### config.mk
export PLATFORM = sky130hd
export DESIGN_NAME = dmem_arbiter
export DESIGN_NICKNAME = d
export VERILOG_FILES = /design/src/rtl/dmem_arb_pkg.sv /design/src/rtl/dmem_rr_pick.sv /design/src/rtl/dmem_arbiter.sv
export SDC_FILE = /design/constraint.sdc
export NUM_CORES = 1
export LEC_CHECK = 0
export CAP_MARGIN = 20
export CORE_AREA = 2 2 96 98
export CTS_CLUSTER_SIZE = 14
export DETAILED_ROUTE_END_ITERATION = 16
export DIE_AREA = 0 0 98 100
export PLACE_DENSITY = 0.76
export SYNTH_ARGS = -nofsm -noshare
export SYNTH_HDL_FRONTEND = slang
export SYNTH_HIERARCHICAL = 1
export SYNTH_SLANG_ARGS = --single-unit
### constraint.sdc
create_clock -name clk_i -period 2.5 [get_ports clk_i]
set_input_delay 0.5 -clock clk_i [delete_from_list [all_inputs] [get_ports clk_i]]
set_output_delay 0.5 -clock clk_i [all_outputs]
set_load 0.005 [all_outputs]
### src/rtl/dmem_arb_pkg.sv
// dmem_arb_pkg: shared types and constants for the data-memory arbiter.
// Provides the arbiter state encoding, the requester/owner encoding,
// the default memory read latency and the latency counter width.
package dmem_arb_pkg;
   typedef enum logic {IDLE, RD_WAIT} state_e;
   typedef enum logic {OWN_CPU = 1'b0, OWN_DBG = 1'b1} owner_e;
   localparam int MEM_LAT_DEF = 1;
   localparam int LAT_W       = 3;
endpackage

### src/rtl/dmem_rr_pick.sv
// dmem_rr_pick: combinational two-requester round-robin picker.
// Ports: en_i allows a grant this cycle; req_i[0]/req_i[1] are the requests
// of requester 0/1; last_i is the index that won most recently.
// gnt_o is one-hot (or zero); win_o is the winning index (meaningless
// when gnt_o is zero).
module dmem_rr_pick (
   input  logic       en_i,
   input  logic [1:0] req_i,
   input  logic       last_i,
   output logic [1:0] gnt_o,
   output logic       win_o
);
   // with both requesting, the one that did not win last time goes first
   assign win_o = req_i == 2'b11 ? ~last_i : req_i[1];
   assign gnt_o = en_i && req_i != 2'b00 ? (win_o ? 2'b10 : 2'b01) : 2'b00;
endmodule

### src/rtl/dmem_arbiter.sv
// dmem_arbiter: shares the single-port data memory between CPU and debug ports.
// Ports: clk_i, reset_i (async, active-high);
// cpu_*/dbg_* : req/we/addr/wdata in, one-cycle gnt out, rvalid/rdata response out;
// mem_*       : en/we/addr/wdata to memory, rdata back MEM_LAT cycles after a read;
// cpu_wait_cnt_o : saturating count of cycles the CPU requested without a grant.
module dmem_arbiter
   import dmem_arb_pkg::*;
#(
   parameter int ADDR_W  = 8,
   parameter int MEM_LAT = MEM_LAT_DEF,
   parameter int CNT_W   = 16
) (
   input  logic              clk_i,
   input  logic              reset_i,
   input  logic              cpu_req_i,
   input  logic              cpu_we_i,
   input  logic [ADDR_W-1:0] cpu_addr_i,
   input  logic [31:0]       cpu_wdata_i,
   output logic              cpu_gnt_o,
   output logic              cpu_rvalid_o,
   output logic [31:0]       cpu_rdata_o,
   input  logic              dbg_req_i,
   input  logic              dbg_we_i,
   input  logic [ADDR_W-1:0] dbg_addr_i,
   input  logic [31:0]       dbg_wdata_i,
   output logic              dbg_gnt_o,
   output logic              dbg_rvalid_o,
   output logic [31:0]       dbg_rdata_o,
   output logic              mem_en_o,
   output logic              mem_we_o,
   output logic [ADDR_W-1:0] mem_addr_o,
   output logic [31:0]       mem_wdata_o,
   input  logic [31:0]       mem_rdata_i,
   output logic [CNT_W-1:0]  cpu_wait_cnt_o
);
   state_e           state_q, state_d;
   owner_e           owner_q, owner_d, last_q, last_d;
   logic [LAT_W-1:0] lat_q, lat_d;
   logic [CNT_W-1:0] cnt_q, cnt_d;
   logic             resp, pick_en, win, rd_gnt;
   logic [1:0]       gnt;

   // response cycle: read data is on mem_rdata_i and the port is free again
   assign resp    = state_q == RD_WAIT && lat_q == LAT_W'(MEM_LAT);
   assign pick_en = ~reset_i && (state_q == IDLE || resp);

   dmem_rr_pick u_pick (
      .en_i  (pick_en),
      .req_i ({dbg_req_i, cpu_req_i}),
      .last_i(last_q),
      .gnt_o (gnt),
      .win_o (win)
   );

   assign cpu_gnt_o      = gnt[0];
   assign dbg_gnt_o      = gnt[1];
   assign mem_en_o       = |gnt;
   assign mem_we_o       = mem_en_o && (win ? dbg_we_i : cpu_we_i);
   assign mem_addr_o     = win ? dbg_addr_i : cpu_addr_i;
   assign mem_wdata_o    = win ? dbg_wdata_i : cpu_wdata_i;
   assign rd_gnt         = mem_en_o && !mem_we_o;
   assign cpu_rvalid_o   = resp && owner_q == OWN_CPU;
   assign dbg_rvalid_o   = resp && owner_q == OWN_DBG;
   assign cpu_rdata_o    = cpu_rvalid_o ? mem_rdata_i : '0;
   assign dbg_rdata_o    = dbg_rvalid_o ? mem_rdata_i : '0;
   assign cpu_wait_cnt_o = cnt_q;

   always_comb begin
      last_d  = mem_en_o ? owner_e'(win) : last_q;
      owner_d = rd_gnt ? owner_e'(win) : owner_q;
      state_d = rd_gnt || (state_q == RD_WAIT && !resp) ? RD_WAIT : IDLE;
      lat_d   = rd_gnt ? LAT_W'(1) : state_d == RD_WAIT ? lat_q + LAT_W'(1) : '0;
      cnt_d   = cpu_req_i && !cpu_gnt_o && cnt_q != '1 ? cnt_q + CNT_W'(1) : cnt_q;
   end

   always_ff @(posedge clk_i or posedge reset_i) begin
      if (reset_i) begin
         state_q <= IDLE;
         owner_q <= OWN_CPU;
         last_q  <= OWN_DBG;
         lat_q   <= '0;
         cnt_q   <= '0;
      end else begin
         state_q <= state_d;
         owner_q <= owner_d;
         last_q  <= last_d;
         lat_q   <= lat_d;
         cnt_q   <= cnt_d;
      end
   end
endmodule

==> impl_results.md <==
* Starting Density at 0.229
* Max-cap violations at 0
* Top cells by count, synth: 65 x and2_1, 42 x mux2_2, 21 x dfrtp_1, 10 x clkbuf_1, 9 x xor2_1
* Die area at 9800 sq um
* Slowest cell on the critical path: mux2_2
* Row Count at 35
* Most common cell in the synthesized netlist: and2_1
* Hold_sp: cpu_wait_cnt_o[4]$_DFFE_PP0P_
* Predominant post-synthesis flop cell: dfrtp_1
* Crit Path Category: in -> out
* Max transition margin at 0.674
* Sequential share of the synthesized area at 0.271
* Vias in the first global route at 2554
* Yosys warns at 6
* Global route total overflow at 0
* Share of Yosys cell area claimed by the top area cell type at 0.258
* VDD IR max at 0.348 mV
* Crit Path Max Fanout at 5
* GRT Total Usage at 0.163
* Worst EP required at 2.00 ns
* Clk sink count at 22
* Die width at 98 microns
* R2r startpoint: lat_q[0]$_DFF_PP0_
* Clock insertion delay at the later pin of the skew report at 0.26 ns
* Crit path capture type: output pin
* Post-Route WL at 9.05 mm
* Leak at 0.00310 uW
* Setup TNS at 0 ns
* Most used cell, CP: dlygate4sd2_1
* Setup slack after layout at 0.0501 ns
* Area of the mapped netlist at 2030 sq um
* Tot Pwr at 2420 uW
* Syn_nets at 339
* Worst-margin pin slew at 0.486 ns
* Pre-CTS setup slack at -0.374 ns
* Post-synth EDFFs at 0
* CTS tree: yes
* Final setup violation count at 0
* Worst EP arrival at 1.95 ns
* Die Y at 100 microns
* Clock-pin slew on the worst setup and hold paths at 0.09 ns
* Post-synth ARST share at 1.00
* Synth area leaders: dfrtp_1 26%, mux2_2 23%, and2_1 20%
* WL per Instance at 15.2 microns
* Share of cells above drive strength 1 at 0.192
* Avg Vias per Cell at 4.39
* Ant diodes at 0
* Yosys top cell by area: dfrtp_1
* DRC at 0
* F_max at 408 MHz
* Pins over their slew limit at 0
* Critical Path Start Type: input pin
* Fill cells at 777
* Crit path max-delay family: buffers and inverters
* Clock root cell: clkbuf_8
* Iter 0 DRT Violations at 53
* Core Area at 8890 sq um
* Post-Syn Instances at 218
* Max Root-Sink Buffers at 2
* Yosys reg bits at 22
* Nets at 606
* I/O Buffers at 243
* Synth Area per Inst at 9.33 sq um
* First-pass GRT wire length at 12.9 mm
* Routed Antenna Nets at 0
* Final hold violations at 0
* Setup crit start: cpu_req_i
* Drt first pass iters at 4
* Worst Hold Class: reg -> reg
* Worst-path cell chain: dlygate4sd2_1 -> a21boi_4 -> buf_6 -> bufbuf_16 -> mux2_2 -> dlygate4sd2_1
* Delay of the slowest critical-path stage at 0.32 ns
* CTS Buf Count at 3
* Area growth syn-to-layout at 151%
* H-Tree Depth at 1
* Post-synth cell types at 38
* Routability Congestion at 0.836
* Via count at 2612
* Outcome: finished clean
* RSZ-0062 raised after global routing: no
* I/O pin cnt at 244
* Max Clock Skew at 0.00681 ns
* Fin crit period at 2.45 ns
* Bufs and invs on worst path at 4
* Fin crit share at 0.980
* Initial antenna violation count at 0
* Largest net degree at the start of global routing at 34
* Hpwl dp at 7.28 mm
* Cell Pwr Density at 473 nW/um^2
[power by group]
group	switching, uW	internal, uW	total [uW]
clock network	125	214	339
logic	516	990	1510
registers	121	451	572
[worst register-to-register path: stages, from the launching register on]
cell,delay [ns]
dfrtp_1,0.43
ha_4,0.19
nand2b_4,0.08
buf_4,0.13
a21oi_4,0.05
nand2_1,0.08
a21oi_2,0.04
buf_4,0.14
nand4b_1,0.19
nor2_1,0.23
nand4_1,0.15
mux2_1,0.32
[stage by stage]
step           instance area [sq um]  std cells  hold slack [ns]   util
6_report                        5110        595            0.523  0.575
5_1_grt                         5110        595            0.551  0.575
4_1_cts                         4940        592            0.529  0.556
3_5_place_dp                    4740        576            0.509  0.533
3_3_place_gp                    4740        576            0.493  0.533
2_1_floorplan                   2030        218            0.471      -
[worst paths after layout]
check	slack, ns	cells after the start	endpoint
min in group asynchronous	0.61	2	state_q$_DFF_PP0_
setup / recovery	0.05	6	mem_wdata_o[2]
hold / removal	0.52	1	cpu_wait_cnt_o[4]$_DFFE_PP0P_
setup reg to reg	0.36	11	cpu_wait_cnt_o[15]$_DFFE_PP0P_
max in group asynchronous	1.40	3	cpu_wait_cnt_o[11]$_DFFE_PP0P_
hold reg to reg	0.52	1	cpu_wait_cnt_o[4]$_DFFE_PP0P_
[layout by cell type, fill, tap and decap left out, drive strengths merged, types with 7 or more instances in the layout]
cell type,count
dfrtp,21
xor2,9
clkdlybuf4s50,133
nand2,7
buf,28
and2,65
dlymetal6s2s,48
dlygate4sd2,62
nor2,8
mux2,45
[layer usage]
metal	global-route usage	vias to the layer above	wire, microns
met2	0.302	126	4850
met1	0.191	1198	3370
met3	0.0279	8	601
met4	0.0502	0	226
met5	0	-	0
li1	-	1280	-
[flip-flops by register name, summed over array words and instances (netlist names)]
name / count
cpu_wait_cnt_o: 16
lat_q: 3
last_q: 1
owner_q: 1
state_q: 1
[repair_timing]
action | CTS | global route
setup endpoints to repair | 76 | 26
hold buffers | 0 | 0
pin swaps | 2 | 0
setup buffers | 9 | 2
gates cloned | 3 | 1
gates resized for setup | 76 | 52
[logic make-up after synthesis]
kind of cell | Yosys count | share of synthesized area
AO/OA/AOI/OAI | 9 | 0.0289
XOR/XNOR | 12 | 0.0517
adder cells (fa/ha/maj) | 3 | 0.0185
buffers and inverters | 15 | 0.0277
flip-flops | 22 | 0.271
multiplexers | 46 | 0.256
AND/OR/NAND/NOR | 111 | 0.346
[cell type report]
| type | count | area (sq um) | share of cell area |
|---|---|---|---|
| Sequential cell | 22 | 552 | 0.108 |
| Inverter | 4 | 15.0 | 0.00294 |
| Clock buffer | 3 | 41.3 | 0.00807 |
| Clock inverter | 1 | 30.0 | 0.00587 |
| Timing Repair Buffer | 273 | 2850 | 0.557 |
| Tap cell | 111 | 139 | 0.0272 |
| Multi-Input combinational cell | 181 | 1490 | 0.291 |
Power figures use the tool's default switching activity.
